### config.mk
export PLATFORM = sky130hd
export DESIGN_NAME = modulo_varredura_display
export DESIGN_NICKNAME = d
export VERILOG_FILES = /design/src/rtl/pkg_display.sv /design/src/rtl/modulo_decodificador_7seg.sv /design/src/rtl/modulo_varredura_display.sv
export SDC_FILE = /design/constraint.sdc
export NUM_CORES = 1
export LEC_CHECK = 0
export CORE_ASPECT_RATIO = 0.7
export CORE_MARGIN = 2
export CORE_UTILIZATION = 40
export DETAILED_ROUTE_END_ITERATION = 8
export GPL_ROUTABILITY_DRIVEN = 0
export HOLD_SLACK_MARGIN = 0.03
export PLACE_DENSITY = 0.79
export SYNTH_ARGS = -nofsm -noshare
export SYNTH_HDL_FRONTEND = slang
export SYNTH_SLANG_ARGS = --single-unit
export TNS_END_PERCENT = 50
### constraint.sdc
create_clock -name clk -period 3.14 [get_ports clk]
set_input_delay 0.942 -clock clk [delete_from_list [all_inputs] [get_ports clk]]
set_output_delay 0.942 -clock clk [all_outputs]
set_load 0.1 [all_outputs]
### src/rtl/pkg_display.sv
// Shared display types and the hex-to-7-segment table.
// Segment encoding is {g,f,e,d,c,b,a}, active-low.
package pkg_display;

  typedef enum logic {
    BLANK = 1'b0,
    SHOW  = 1'b1
  } state_t;

  localparam logic [6:0] SEG_OFF = 7'b1111111;

  // Entry [n] holds the glyph for hex value n (entry 15 is listed first).
  localparam logic [15:0][6:0] SEG_TABLE = {
    7'b0001110,  // F
    7'b0000110,  // E
    7'b0100001,  // d
    7'b1000110,  // C
    7'b0000011,  // b
    7'b0001000,  // A
    7'b0010000,  // 9
    7'b0000000,  // 8
    7'b1111000,  // 7
    7'b0000010,  // 6
    7'b0010010,  // 5
    7'b0011001,  // 4
    7'b0110000,  // 3
    7'b0100100,  // 2
    7'b1111001,  // 1
    7'b1000000   // 0
  };

  function automatic logic [6:0] decode(input logic [3:0] nibble);
    return SEG_TABLE[nibble];
  endfunction

endpackage

### src/rtl/modulo_decodificador_7seg.sv
// Combinational hex nibble to active-low 7-segment decoder.
module modulo_decodificador_7seg
  import pkg_display::*;
(
  input  logic [3:0] nibble,
  output logic [6:0] seg_c
);

  assign seg_c = decode(nibble);

endmodule

### src/rtl/modulo_varredura_display.sv
// Scans N_DIGITS hex digits onto a common-anode 7-segment display, paced by one divider tap.
// Optional macro LEADING_ZERO_BLANK_EN suppresses the segments of leading zero digits.
module modulo_varredura_display
  import pkg_display::*;
#(
  parameter int unsigned TAP_SEL      = 16,
  parameter int unsigned N_DIGITS     = 4,
  parameter int unsigned BLANK_CYCLES = 8
) (
  input  logic                  clk,
  input  logic                  clr,
  input  logic [19:0]           q_div,
  input  logic [4*N_DIGITS-1:0] digits,
  input  logic [N_DIGITS-1:0]   dp_in,
  output logic [N_DIGITS-1:0]   anodo,
  output logic [6:0]            segmentos,
  output logic                  dp,
  output logic                  scan_tick
);

  localparam int unsigned IDX_W = (N_DIGITS > 1) ? $clog2(N_DIGITS) : 1;
  localparam int unsigned CNT_W = $clog2(BLANK_CYCLES + 1);

  logic s1, s2, s3;
  logic unused_q_div;

  state_t              state, state_d;
  logic [IDX_W-1:0]    idx, idx_d;
  logic [CNT_W-1:0]    blank_cnt, blank_cnt_d;
  logic [N_DIGITS-1:0] anodo_d;
  logic [6:0]          segmentos_d;
  logic                dp_d;

  logic [3:0] nibble_c;
  logic       dp_sel_c;
  logic       suppress_c;
  logic [6:0] glyph_c;

  assign unused_q_div = ^q_div;

  // Tap synchroniser; deliberately not reset so a tap already high at release gives no tick.
  always_ff @(posedge clk) begin
    s1 <= q_div[TAP_SEL];
    s2 <= s1;
    s3 <= s2;
  end

  assign scan_tick = s2 & ~s3 & ~clr;

  // Select the nibble and decimal point of the digit currently being scanned.
  always_comb begin
    nibble_c = 4'h0;
    dp_sel_c = 1'b0;
    for (int i = 0; i < int'(N_DIGITS); i++) begin
      if (IDX_W'(i) == idx) begin
        nibble_c = digits[4*i +: 4];
        dp_sel_c = dp_in[i];
      end
    end
  end

`ifdef LEADING_ZERO_BLANK_EN
  logic upper_zero_c;

  // True when this digit and every more significant digit are zero.
  always_comb begin
    upper_zero_c = 1'b1;
    for (int i = 0; i < int'(N_DIGITS); i++) begin
      if ((IDX_W'(i) >= idx) && (digits[4*i +: 4] != 4'h0)) begin
        upper_zero_c = 1'b0;
      end
    end
  end

  assign suppress_c = upper_zero_c && (idx != '0);
`else
  assign suppress_c = 1'b0;
`endif

  modulo_decodificador_7seg u_decodificador (
    .nibble (nibble_c),
    .seg_c  (glyph_c)
  );

  // Next-state and next-output logic.
  always_comb begin
    state_d     = state;
    idx_d       = idx;
    blank_cnt_d = blank_cnt;
    anodo_d     = '1;
    segmentos_d = SEG_OFF;
    dp_d        = 1'b1;

    if (scan_tick) begin
      idx_d       = (idx == IDX_W'(N_DIGITS - 1)) ? '0 : idx + IDX_W'(1);
      state_d     = BLANK;
      blank_cnt_d = '0;
    end else begin
      case (state)
        BLANK: begin
          blank_cnt_d = blank_cnt + CNT_W'(1);
          if (blank_cnt == CNT_W'(BLANK_CYCLES - 1)) begin
            state_d = SHOW;
          end
        end
        SHOW: ;
        default: state_d = BLANK;
      endcase
    end

    if (state == SHOW) begin
      anodo_d     = ~(N_DIGITS'(1) << idx);
      segmentos_d = suppress_c ? SEG_OFF : glyph_c;
      dp_d        = ~dp_sel_c;
    end
  end

  always_ff @(posedge clk) begin
    if (clr) begin
      state     <= BLANK;
      idx       <= '0;
      blank_cnt <= '0;
      anodo     <= '1;
      segmentos <= SEG_OFF;
      dp        <= 1'b1;
    end else begin
      state     <= state_d;
      idx       <= idx_d;
      blank_cnt <= blank_cnt_d;
      anodo     <= anodo_d;
      segmentos <= segmentos_d;
      dp        <= dp_d;
    end
  end

endmodule

==> Word level (Yosys, flattened, before mapping) <==
Memories as Yosys holds them, arrays and structs flattened. A register that Yosys moved wholly into a read port is not among the register bits.
Index checks and enable logic that the tools add are counted.
{ "totals": {"romBits": 112, "register_bits": 15, "input_bits": 42, "output_inout_bits": 13, "word_cells": 38, "n_memories": 1} }
{ "classes": {"n_shift": 1, "n_bitwise": 7, "n_mux": 11, "add_sub_neg": 2, "eq_ne": 5, "n_reduce_logical": 3} }
{ "mem_list": {"columns": ["memory", "words", "word_bits", "read_ports", "rd_ports_with_merged_regs", "write_ports", "line", "rtl"], "rows": [
  ["(name not given)", 16, 7, 1, 1, 0, "pkg_display.sv:33", "return SEG_TABLE[nibble];"]
]} }
{ "ops": {"columns": ["cell", "n"], "rows": [
  ["$mux 4", 4],
  ["$mux 1", 6],
  ["$add 4x1->4 const B", 1],
  ["$eq 2x2->1 const A", 2],
  ["$eq 4x3->1 const B", 1],
  ["$not 1->1", 4],
  ["$not 4->4", 1],
  ["$reduce_or 2->1", 2],
  ["$shl 1x2->4 const A", 1],
  ["$add 2x1->2 const B", 1],
  ["$and 1x1->1", 2],
  ["$eq 1x2->1 const A", 1],
  ["$eq 2x2->1 const B", 1],
  ["$logic_not 2->1", 1],
  ["$mux 2", 1]
]} }

==> Longest topological paths before layout <==
Gate-level depths: netlist (run 1).
{ "depth": {"ltp_word": 6, "ltp_mapped": 11, "ltp_nobuf": 10} }

==> Modules after synthesis <==
From an unflattened synthesis (run 1), not the netlist that was laid out.
{ "unflattened": {"cells_unflattened": 123, "hier_area_um2": 1141.1} }
{ "by_module_without_submodules": {"columns": ["mod", "seq_area_each_um2", "n_inst", "area_each_um2", "cells_each"], "rows": [
  ["modulo_varredura_display", 440.4, 1, 870.8, 88],
  ["modulo_decodificador_7seg", 0.0, 1, 270.3, 35]
]} }

==> Worst setup path after synthesis (run 1) <==
OpenSTA, ideal clock, no wires.
{ "synth_path": {"path_kind": "in2out", "from": "in clr", "to": "out scan_tick", "t_required_ns": 2.198, "n_path_buf": 0, "stages": 1, "arrival_time_ns": 2.253, "setup_slack_ns": -0.055, "cell_sequence": "nor2_1"} }
{ "synth_between": {"elab_chain_cells": 2} }
{ "synth_lines": {"columns": ["item", "line", "rtl"], "rows": [
  ["start: declaration", "modulo_varredura_display.sv:11", "input logic clr,"],
  ["$not 1->1", "modulo_varredura_display.sv:48", "assign scan_tick = s2 & ~s3 & ~clr;"],
  ["$and 1x1->1", "modulo_varredura_display.sv:48", null],
  ["end: declaration", "modulo_varredura_display.sv:18", "output logic scan_tick"]
]} }
Every way passes these cells.

==> Worst setup path in the final report (run 1) <==
Same ends and word-level chain as after synthesis.

==> impl_results.md, run 1 <==
- Status: completed
- CTS resizes: 0
- Largest net degree at the start of global routing: 16
- Setup TNS Final: 0 ns
- # diodes: 0
- Post-DP HPWL: 1.81 mm
- First-pass GRT wire length: 3.86 mm
- Layout cells sized above 1: 0.153
- # setup viols final: 0
- Initial Util: 0.417
- Clk_skew: 0.000953 ns
- Gr ovfl total: 0
- Most frequent cell after synthesis: dfxtp_1
- Post-synthesis simple-gate area fraction: 0.193
- Root Buffer: clkbuf_8
- Worst hold path startpoint: s1
- Gr usage total: 0.151
- Skew-Pair Late Insertion Delay: 0.26 ns
- Port bufs: 35
- Die area: 3330 um^2
- Adder-Cell Fraction of Synth Area: 0.130
- CTS H-tree depth: 1
- Slowest cell delay on critical path: 0.45 ns
- TritonCTS Buffers: 3
- Post-synth EDFFs: 0
- Slew @ Worst Pin: 0.531 ns
- I/O pin cnt: 55
- Row cnt: 16
- Crit path from: clr
- Compound-Gate Fraction of Synth Area: 0.162
- Worst path arrival time: 1.83 ns
- LEAKAGE: 0.000631 uW
- Worst-path clk slew: 0.07 ns
- Max Freq: 360 MHz
- Core Area: 2760 um^2
- Critical path required time: 2.20 ns
- CTS max path bufs: 2
- Synth Area in XOR/XNOR: 0.0228
- Count of different cell masters after synthesis: 34
- Crit-path cells: clkdlybuf4s50_1 -> nor2_2 -> buf_12
- Max VDD drop: 0.301 mV
- Antenna violations before repair: 0
- Buffer count from post-CTS setup fixing: 0
- CP startpoint kind: primary input
- Clock sink count: 22
- Period utilization: 0.884
- Worst R2R Start: idx[0]
- Iter 0 DRT Violations: 21
- Top area cells in the synthesized netlist: dfxtp_1 38%, ha_1 13%, nand2_1 5.5%
- Drt drc: 0
- Yosys top cell by area: dfxtp_1
- Post-synthesis sequential area ratio: 0.383
- Initial DRT Pass Iterations: 4
- Syn Inst Count: 120
- Unrepaired setup endpoints after global routing: false
- Top-area cell type share of the netlist area: 0.383
- Drt total wl: 2.36 mm
- Vias: 952
- Critical path class: in2out
- Synth Net Count: 174
- Post-synth top cells: 22 x dfxtp_1, 17 x nand2_1, 12 x ha_1
- Crit Path Max Fanout: 3
- Die W: 68.1 um
- Reg2Reg Setup Slack: 0.67 ns
- Drt wl/cell: 12.2 um
- Die Height: 48.9 um
- Pwr Total: 655 uW
- Multiplexer share of the synthesized area: 0.0641
- Mapped cell area: 1150 um^2
- Slowest cell on crit path: clkdlybuf4s50_1
- Area Overhead vs Synth: 36.7%
- YS warnings: 0
- TritonCTS clock tree: yes
- Vias in the first global route: 883
- Tmin final: 2.78 ns
- Most used DFF post-synth: dfxtp_1
- Max Slew Vio Count: 0
- Vias per cell: 4.93
- Post-route ant nets: 0
- Mean Syn Cell Area: 9.59 um^2
- Critical Path End Type: output pin
- HP Class: reg2reg
- Final Hold Viols: 0
- Cell Pwr Density: 416 nW/um^2
- Final nets: 212
- Largest family of logic cells by synthesized area: simple AND/OR/NAND/NOR gates
- Hold Buf Count CTS: 0
- FFs w/ async S/R, synth: 0
- Flops & latches, synth: 22
- Max_slew headroom: 0.645
- Max Cap Viol: 0
==> cell usage in the layout, fill, tap and decap left out, types with 4 or more instances in the layout <==
cell type / count
dfxtp_1: 22
clkdlybuf4s50_1: 22
nand2_1: 17
buf_4: 14
ha_1: 12
inv_1: 7
nor2b_1: 7
nor2_1: 7
o211ai_1: 5
nand2b_1: 4
o21ai_0: 4
mux2i_1: 4
clkbuf_8: 4
==> cell type report <==
type | instances | area (um^2)
Tap cell | 36 | 45.0
Sequential cell | 22 | 440
Clock buffer | 4 | 55.1
Timing Repair Buffer | 37 | 345
Multi-Input combinational cell | 87 | 662
Inverter | 7 | 26.3
Fill cell | 259 | 1190
==> cells by family (layout without fill, tap and decap cells) <==
group	count (synthesis)	in the layout
adder cells (fa/ha/maj)	12	12
AO/OA/AOI/OAI	23	23
multiplexers	7	7
XOR/XNOR	3	3
buffers and inverters	11	48
flip-flops	22	22
AND/OR/NAND/NOR	42	42
==> worst max-delay path: cells and delay by family <==
family / cells / cell delay [ns]
and+or+nand+nor: 1 / 0.23
buffers and inverters: 2 / 0.66
==> worst paths after layout <==
check	to	depth (start not counted)
min reg2reg	s2	0
max reg2reg	segmentos[6]	10
max	scan_tick	3
min	s2	0
==> where the power goes <==
group	leakage, uW	total [uW]	switching (uW)	internal (uW)
Combinational	0.000422	168	83.5	84.8
Clock	0.0000288	198	86.4	112
Sequential	0.000180	289	4.11	285
==> per-stage QoR <==
stage / hold slack [ns] / worst slack, ns / util / std cells / area, um^2
floorplan: 0.310 / 0.434 / - / 120 / 1150
global placement: 0.315 / 0.274 / 0.550 / 189 / 1520
detailed placement: 0.326 / 0.268 / 0.550 / 189 / 1520
CTS: 0.344 / 0.359 / 0.570 / 193 / 1570
global route: 0.360 / 0.304 / 0.570 / 193 / 1570
finish: 0.337 / 0.365 / 0.570 / 193 / 1570
==> state kept, by name, indices dropped and copies added (netlist names), 2 cells and up <==
| name | cells |
|---|---|
| anodo | 4 |
| blank_cnt | 4 |
| idx | 2 |
| segmentos | 7 |
==> routing by layer <==
layer / track usage / part of all wire / wire length, um / up-vias
li1: - / - / - / 488
met1: 0.178 / 0.45 / 1070 / 434
met2: 0.262 / 0.46 / 1080 / 26
met3: 0.0462 / 0.081 / 191 / 4
met4: 0.0400 / 0.0081 / 19 / 0
met5: 0 / 0 / 0 / -
Note: power is estimated with default switching activity, not from simulation.
==> run 2, diff against run 1 <==
--- a/config.mk
+++ b/config.mk
@@ -12,6 +12,7 @@
 export GPL_ROUTABILITY_DRIVEN = 0
 export HOLD_SLACK_MARGIN = 0.03
 export PLACE_DENSITY = 0.79
+export SETUP_SLACK_MARGIN = 0.3
 export SYNTH_ARGS = -nofsm -noshare
 export SYNTH_HDL_FRONTEND = slang
 export SYNTH_SLANG_ARGS = --single-unit
==> results of run 2 <==
Final layout, timing and power as in run 1 (identical DEF).
